File: src/rtl/mem_port_arbiter.sv
// Two-port round-robin arbiter sharing one single-outstanding memory port
// between the instruction- and data-cache controllers.
// Optional memory timeout: define MEM_PORT_TIMEOUT_EN to add timeout_err and its counter.
module mem_port_arbiter #(
  parameter int ADDR_BITS      = 10,
  parameter int DATA_BITS      = 8,
  parameter int TIMEOUT_CYCLES = 255
) (
  input  logic                 clock,
  input  logic                 reset,
  // Port 0: instruction cache controller
  input  logic                 rd0,
  input  logic                 wr0,
  input  logic [ADDR_BITS-1:0] addr0,
  input  logic [DATA_BITS-1:0] wdata0,
  // Port 1: data cache controller
  input  logic                 rd1,
  input  logic                 wr1,
  input  logic [ADDR_BITS-1:0] addr1,
  input  logic [DATA_BITS-1:0] wdata1,
  output logic                 ready0,
  output logic                 ready1,
  output logic [DATA_BITS-1:0] rdata,
  // Memory side
  output logic                 mem_rd,
  output logic                 mem_wr,
  output logic [ADDR_BITS-1:0] mem_addr,
  output logic [DATA_BITS-1:0] mem_wdata,
  input  logic                 mem_ready,
  input  logic [DATA_BITS-1:0] mem_rdata,
`ifdef MEM_PORT_TIMEOUT_EN
  output logic                 timeout_err,
`endif
  output logic                 owner,
  output logic                 busy
);

  typedef enum logic [1:0] {
    S_IDLE    = 2'd0,
    S_ISSUE   = 2'd1,
    S_RELEASE = 2'd2
  } state_e;

  state_e                state_q,     state_d;
  logic                  mem_rd_q,    mem_rd_d;
  logic                  mem_wr_q,    mem_wr_d;
  logic [ADDR_BITS-1:0]  mem_addr_q,  mem_addr_d;
  logic [DATA_BITS-1:0]  mem_wdata_q, mem_wdata_d;
  logic [DATA_BITS-1:0]  rdata_q,     rdata_d;
  logic                  ready0_q,    ready0_d;
  logic                  ready1_q,    ready1_d;
  logic                  busy_q,      busy_d;
  logic                  owner_q,     owner_d;
  logic                  last_q,      last_d;

`ifdef MEM_PORT_TIMEOUT_EN
  localparam int CNT_W = $clog2(TIMEOUT_CYCLES + 1);
  logic [CNT_W-1:0]      tmo_cnt_q,   tmo_cnt_d;
  logic                  tmo_err_q,   tmo_err_d;
`endif

  logic                  req0;
  logic                  req1;
  logic                  owner_req;
  logic                  grant_port;
  logic                  grant_rd;
  logic                  grant_wr;
  logic [ADDR_BITS-1:0]  grant_addr;
  logic [DATA_BITS-1:0]  grant_wdata;

  assign req0      = rd0 | wr0;
  assign req1      = rd1 | wr1;
  assign owner_req = owner_q ? req1 : req0;

  // Round-robin pick: on a tie the port not served last wins.
  always_comb begin
    if (req0 && req1) grant_port = ~last_q;
    else              grant_port = req1;
    grant_wr    = grant_port ? wr1    : wr0;
    grant_rd    = (grant_port ? rd1   : rd0) & ~grant_wr;
    grant_addr  = grant_port ? addr1  : addr0;
    grant_wdata = grant_port ? wdata1 : wdata0;
  end

  always_comb begin
    // NOTE: every _d gets its hold value first so no path through the case infers a latch.
    state_d     = state_q;
    mem_rd_d    = mem_rd_q;
    mem_wr_d    = mem_wr_q;
    mem_addr_d  = mem_addr_q;
    mem_wdata_d = mem_wdata_q;
    rdata_d     = rdata_q;
    ready0_d    = 1'b0;
    ready1_d    = 1'b0;
    busy_d      = busy_q;
    owner_d     = owner_q;
    last_d      = last_q;
`ifdef MEM_PORT_TIMEOUT_EN
    tmo_cnt_d   = tmo_cnt_q;
    tmo_err_d   = 1'b0;
`endif

    unique case (state_q)
      S_IDLE: begin
        if (req0 || req1) begin
          owner_d     = grant_port;
          busy_d      = 1'b1;
          mem_rd_d    = grant_rd;
          mem_wr_d    = grant_wr;
          mem_addr_d  = grant_addr;
          mem_wdata_d = grant_wdata;
`ifdef MEM_PORT_TIMEOUT_EN
          tmo_cnt_d   = '0;
`endif
          state_d     = S_ISSUE;
        end
      end

      S_ISSUE: begin
        if (mem_ready) begin
          mem_rd_d = 1'b0;
          mem_wr_d = 1'b0;
          if (mem_rd_q) rdata_d = mem_rdata;
          ready0_d = ~owner_q;
          ready1_d = owner_q;
          state_d  = S_RELEASE;
        end
`ifdef MEM_PORT_TIMEOUT_EN
        else if (tmo_cnt_q == CNT_W'(TIMEOUT_CYCLES - 1)) begin
          // Give up on the memory; rdata keeps its previous value.
          mem_rd_d  = 1'b0;
          mem_wr_d  = 1'b0;
          ready0_d  = ~owner_q;
          ready1_d  = owner_q;
          tmo_err_d = 1'b1;
          state_d   = S_RELEASE;
        end else begin
          tmo_cnt_d = tmo_cnt_q + CNT_W'(1);
        end
`endif
      end

      S_RELEASE: begin
        // Hold the grant until the owner withdraws its request.
        if (!owner_req) begin
          last_d  = owner_q;
          busy_d  = 1'b0;
          state_d = S_IDLE;
        end
      end

      default: state_d = S_IDLE;
    endcase
  end

  always_ff @(posedge clock or posedge reset) begin
    if (reset) begin
      state_q     <= S_IDLE;
      mem_rd_q    <= 1'b0;
      mem_wr_q    <= 1'b0;
      mem_addr_q  <= '0;
      mem_wdata_q <= '0;
      rdata_q     <= '0;
      ready0_q    <= 1'b0;
      ready1_q    <= 1'b0;
      busy_q      <= 1'b0;
      owner_q     <= 1'b0;
      last_q      <= 1'b1;
`ifdef MEM_PORT_TIMEOUT_EN
      tmo_cnt_q   <= '0;
      tmo_err_q   <= 1'b0;
`endif
    end else begin
      // NOTE: non-blocking so every register samples the pre-edge value of its peers.
      state_q     <= state_d;
      mem_rd_q    <= mem_rd_d;
      mem_wr_q    <= mem_wr_d;
      mem_addr_q  <= mem_addr_d;
      mem_wdata_q <= mem_wdata_d;
      rdata_q     <= rdata_d;
      ready0_q    <= ready0_d;
      ready1_q    <= ready1_d;
      busy_q      <= busy_d;
      owner_q     <= owner_d;
      last_q      <= last_d;
`ifdef MEM_PORT_TIMEOUT_EN
      tmo_cnt_q   <= tmo_cnt_d;
      tmo_err_q   <= tmo_err_d;
`endif
    end
  end

  assign mem_rd    = mem_rd_q;
  assign mem_wr    = mem_wr_q;
  assign mem_addr  = mem_addr_q;
  assign mem_wdata = mem_wdata_q;
  assign rdata     = rdata_q;
  assign ready0    = ready0_q;
  assign ready1    = ready1_q;
  assign busy      = busy_q;
  assign owner     = owner_q;
`ifdef MEM_PORT_TIMEOUT_EN
  assign timeout_err = tmo_err_q;
`endif

endmodule

File: config.mk
export PLATFORM = sky130hd
export DESIGN_NAME = mem_port_arbiter
export DESIGN_NICKNAME = d
export VERILOG_FILES = /design/src/rtl/mem_port_arbiter.sv
export SDC_FILE = /design/constraint.sdc
export NUM_CORES = 1
export LEC_CHECK = 0
export BUFFER_PORTS_ARGS = -buffer_cell sky130_fd_sc_hd__clkbuf_2
export CAP_MARGIN = 30
export CORE_MARGIN = 2
export CORE_UTILIZATION = 35
export CTS_BUF_LIST = sky130_fd_sc_hd__clkbuf_4 sky130_fd_sc_hd__clkbuf_8
export CTS_CLUSTER_DIAMETER = 120
export CTS_CLUSTER_SIZE = 25
export DETAILED_ROUTE_END_ITERATION = 6
export MAX_ROUTING_LAYER = met4
export SETUP_SLACK_MARGIN = 0.15
export SLEW_MARGIN = 30
export SYNTH_ARGS = -nofsm -noshare
export SYNTH_HDL_FRONTEND = slang
export SYNTH_SLANG_ARGS = --single-unit
File: constraint.sdc
create_clock -name clock -period 1.8 [get_ports clock]
set_input_delay 0.18 -clock clock [delete_from_list [all_inputs] [get_ports clock]]
set_output_delay 0.18 -clock clock [all_outputs]
set_load 0.05 [all_outputs]
After elaboration in Yosys (flattened, before gate mapping)
Index checks and enable logic that the tools add are counted.

cells by class
  equal/unequal tests = 5
  muxes and demuxes = 22
  bitwise gates (word level) = 7
  reduce and logical (&&, ||, !) cells = 11

operator list
  operator              count
  $mux W1               13
  $reduce_and A3 Y1     4
  $mux W10              1
  $mux W8               1
  $mux W2               3
  $ne A2 B2 Y1 const B  3
  $pmux W1 S2           3
  $pmux W2 S3           1
  $not A1 Y1            4
  $reduce_and A2 Y1     2
  $reduce_bool A2 Y1    2
  $eq A2 B1 Y1 const B  1
  $eq A2 B2 Y1 const B  1
  $logic_not A2 Y1      1
  $or A1 B1 Y1          2
  $and A1 B1 Y1         1
  $logic_and A1 B1 Y1   1
  $logic_or A1 B1 Y1    1

word-level totals
  bits in registers = 35
  input bits = 51
  output and inout port bits = 32
  logic and storage cells = 56

Depth between registers and ports, before layout
  word-level depth = 8
  mapped depth = 7
  gate-level depth less buffers = 4

Least setup slack after synthesis
OpenSTA, ideal clock, no wires.

  kind = reg-to-reg
  from = register mem_rd_q, in the netlist mem_rd
  to = register rdata_q[0], in the netlist rdata[0]
  library setup time = 0.125 ns
  data arrival time = 1.357 ns
  path slack = 0.318 ns
  stages on the path, launching flop included = 3
  path buffers = 0
  cell sequence = dfrtp_1 -> nand4b_1 -> mux2_2

between the ends
  word-level cells in the longest chain between the ends = 1

RTL lines
  element                             RTL line  source
  start: declaration                  45        logic mem_rd_q, mem_rd_d;
  start signal: assignment            176       mem_rd_q <= mem_rd_d;
  $reduce_and A3 Y1 (no source line)  -
  end signal: assignment              180       rdata_q <= rdata_d;
  end: declaration                    49        logic [DATA_BITS-1:0] rdata_q, rdata_d;

Every way passes these cells.
A chain may end at the register's enable or synchronous reset.

Final worst setup path
  from = register state_q[0]
  to = register mem_wdata_q[5], in the netlist mem_wdata[5]

between the ends
  word-level cells in the longest chain between the ends = 2

RTL lines
  element                             RTL line  source
  start: declaration                  44        state_e state_q, state_d;
  start signal: assignment            175       state_q <= state_d;
  $logic_not A2 Y1                    103       unique case (state_q)
  $reduce_and A2 Y1 (no source line)  -
  end signal: assignment              179       mem_wdata_q <= mem_wdata_d;
  end: declaration                    48        logic [DATA_BITS-1:0] mem_wdata_q, mem_wdata_d;

Every way passes these cells.

==> out/metrics.yaml <==
status:
  status: "complete, no violations"
logic_synthesis:
  post_synth_main_area_contributors: "dfrtp_1 (54%), a21oi_1 (12%), mux2_2 (5.7%), nand2_1 (5.2%), nor2_1 (5.2%)"
  syn_area_per_cell_sq_um: 9.99
  yosysUniqueCellTypes: 26
  yosys.area_share.simple: 0.148
  synthesis.nets: 210
  synth_top_area_cell: "dfrtp_1"
  yosysMostFrequentCell: "a21oi_1"
  synth_fa_ha_area_frac: 0
  synth_top_family_by_area: "compound AO/OA/AOI/OAI gates"
  synthFlopType: "dfrtp_1"
  synth_xor_area_frac: 0
  synth_commonest_cells: "a21oi_1 (37), dfrtp_1 (34), nand2_1 (22), nor2_1 (22), mux2_2 (8)"
  synth_warnings: 0
  netlist_area_sq_um: 1590
  synth_edf_count: 0
  async_flop_share: 1.00
  synthMuxAreaShare: 0.0567
  synth_cells: 159
  synth-seq-area-share: 0.552
  synth_compound_area_frac: 0.185
  synth_seq_cells: 35
  synth_top_area_frac: 0.536
clock_network:
  cts_root_buf: "clkbuf_8"
  post_cts_buffers: 0
  path_clk_slew_ps: 70
  clock_latency_ps: 290
  numCtsBuffers: 5
  clock_path_buffers: 2
  cts_sinks: 35
  htree_num_levels: 2
  cts_tree: "done"
  cts-resized-gates: 0
routing:
  drt_iter0_drc: 123
  vias: 1417
  routed-wl-met3_microns: 348
  wire_per_inst_microns: 12.8
  m1WireLength_microns: 1670
  drtPass1Iterations: 4
  drc: 0
  met2_wirelength_microns: 1720
  routed_wl_microns: 3800
  routed_via_density: 4.77
  top_layer: "met4"
  final_antenna_net_count: 0
timing:
  max_slew_margin: 0.700
  setup_viol: 0
  tns_ps: 0
  finalClockSkew_ps: 10.0
  tightest_slew_ps: 451
  max_clock_freq_ghz: 0.690
  fin_crit_sh: 0.805
  rsz0062_at_grt: "false"
  finalHoldViolCount: 0
  min_period_ps: 1450
  drv_slew: 0
critical_path:
  cp_max_fo: 20
  crit_required_ps: 2020
  cp-end-kind: "register"
  start_kind: "register"
  critPathKind: "reg2reg"
  cp.arrival_ps: 1670
pwr:
  p_comb_frac: 0.569
  ir_worst_vdd_v: 0.00131
  p_seq_frac: 0.301
  switching_share: 0.523
  leakage_nw: 1.09
  internal-power_w: 0.00220
  cellPowerDensity_nw_per_um2: 2180
  p_clk_frac: 0.130
  p_sw_w: 0.00242
global_route:
  grt_pass1_vias: 1415
  grt_pass1_wl_microns: 6390
  grt_max_degree: 36
  gr-total-overflow: 0
  grt_usage: 0.169
  antenna_found_initial: 0
floorplan:
  fp.dieH_microns: 71.4
  die_w_microns: 71.4
  fp.coreArea_sq_um: 4350
  initial_utilization: 0.365
  ios: 83
  num_rows: 24
  die-area_sq_um: 5090
final_layout:
  drive_gt1_frac: 0.441
  fin_util: 0.488
  fillers: 431
  n_antenna_cell: 0
  nets: 295
  instances_no_fill: 297
  syn_to_final_growth_pct: 33.7
placed_design:
  place.gp.congestion: 0.750
  dp_hpwl_microns: 2760
  post-place-cells: 288
  numPortBuffers: 82
min_path:
  hold_path_class: "in2reg"
flow_run:
  cap_violations: 0
-- power groups by stage --
| stage | sequential [W] | clock (W) | combinational (W) |
|---|---|---|---|
| finish | 0.00139 | 0.000599 | 0.00263 |
| detailed placement | 0.00140 | 0 | 0.00267 |
| CTS | 0.00140 | 0.000625 | 0.00267 |
| floorplan | 0.00257 | 0 | 0.000919 |
| global route | 0.00144 | 0.000661 | 0.00285 |
| global placement | 0.00140 | 0 | 0.00264 |
-- registers in the layout, indices dropped and copies added (netlist names) --
name and flops:
busy 1, last_q 1, mem_addr 10, mem_rd 1, mem_wdata 8, mem_wr 1, owner 1, rdata 8
ready0 1, ready1 1, state_q 2
-- kinds of logic (layout without fill, tap and decap cells) --
family	count (synthesis)	count (layout)
AOI/OAI and AO/OA	50	50
buffers and inverters	11	97
DFF	35	35
muxes	8	8
and+or+nand+nor	55	55
-- worst paths after layout --
check | start | end | slack [ps] | depth (start not counted)
max | state_q[0] | mem_wdata[5] | 350 | 4
min | addr0[4] | mem_addr[4] | 90 | 3
max reg2reg | state_q[0] | mem_wdata[5] | 350 | 4
min reg2reg | rdata[0] | rdata[0] | 510 | 1
max in group asynchronous | reset | last_q | 920 | 4
min in group asynchronous | reset | rdata[3] | 530 | 4
-- cell usage in the layout (no fill, tap or decap), types with 2 or more instances in the layout --
cell / n
clkbuf_2: 82
a21oi_1: 37
dfrtp_1: 34
nor2_1: 22
nand2_1: 22
mux2_2: 8
clkbuf_8: 6
o21ai_0: 5
nand2b_1: 4
inv_1: 3
nor3_1: 2
buf_4: 2
-- stage by stage --
stage	worst slack [ps]	instance area [sq um]	total power (W)	hold WS, ps
after detailed placement	314	2020	0.00407	304
after global placement	335	2020	0.00404	288
final	351	2120	0.00463	89.0
after CTS	298	2120	0.00469	81.4
after floorplan	318	1590	0.00349	287
after global routing	166	2120	0.00495	77.4
-- critical path, cell delays in order, from the launching register on --
cell     delay [ps]
dfrtp_1         410
nor2_1          280
o31a_2          490
nor2_1           80
a21oi_1         120
-- layout make-up --
type                    count  area (sq um)  area share
multi-input cells         113           619       0.292
repair buffers             86           455       0.214
clock inverters             1          5.00     0.00236
inverters                   3          11.3     0.00530
clock buffers               7          90.1      0.0424
flip-flops and latches     35           877       0.413
well taps                  52          65.1      0.0306
-- per-layer routing --
metal / global-route usage / vias up
li1: - / 703
met1: 0.207 / 645
met2: 0.255 / 64
met3: 0.0577 / 5
met4: 0.0692 / 0
met5: - / -
-- timing repair --
item / in CTS / in global routing
hold endpoints to repair: 30 / 0
endpoints found under the setup margin: 0 / 0
hold buffers: 1 / 0
No activity file was read; power rests on OpenSTA's default activity.
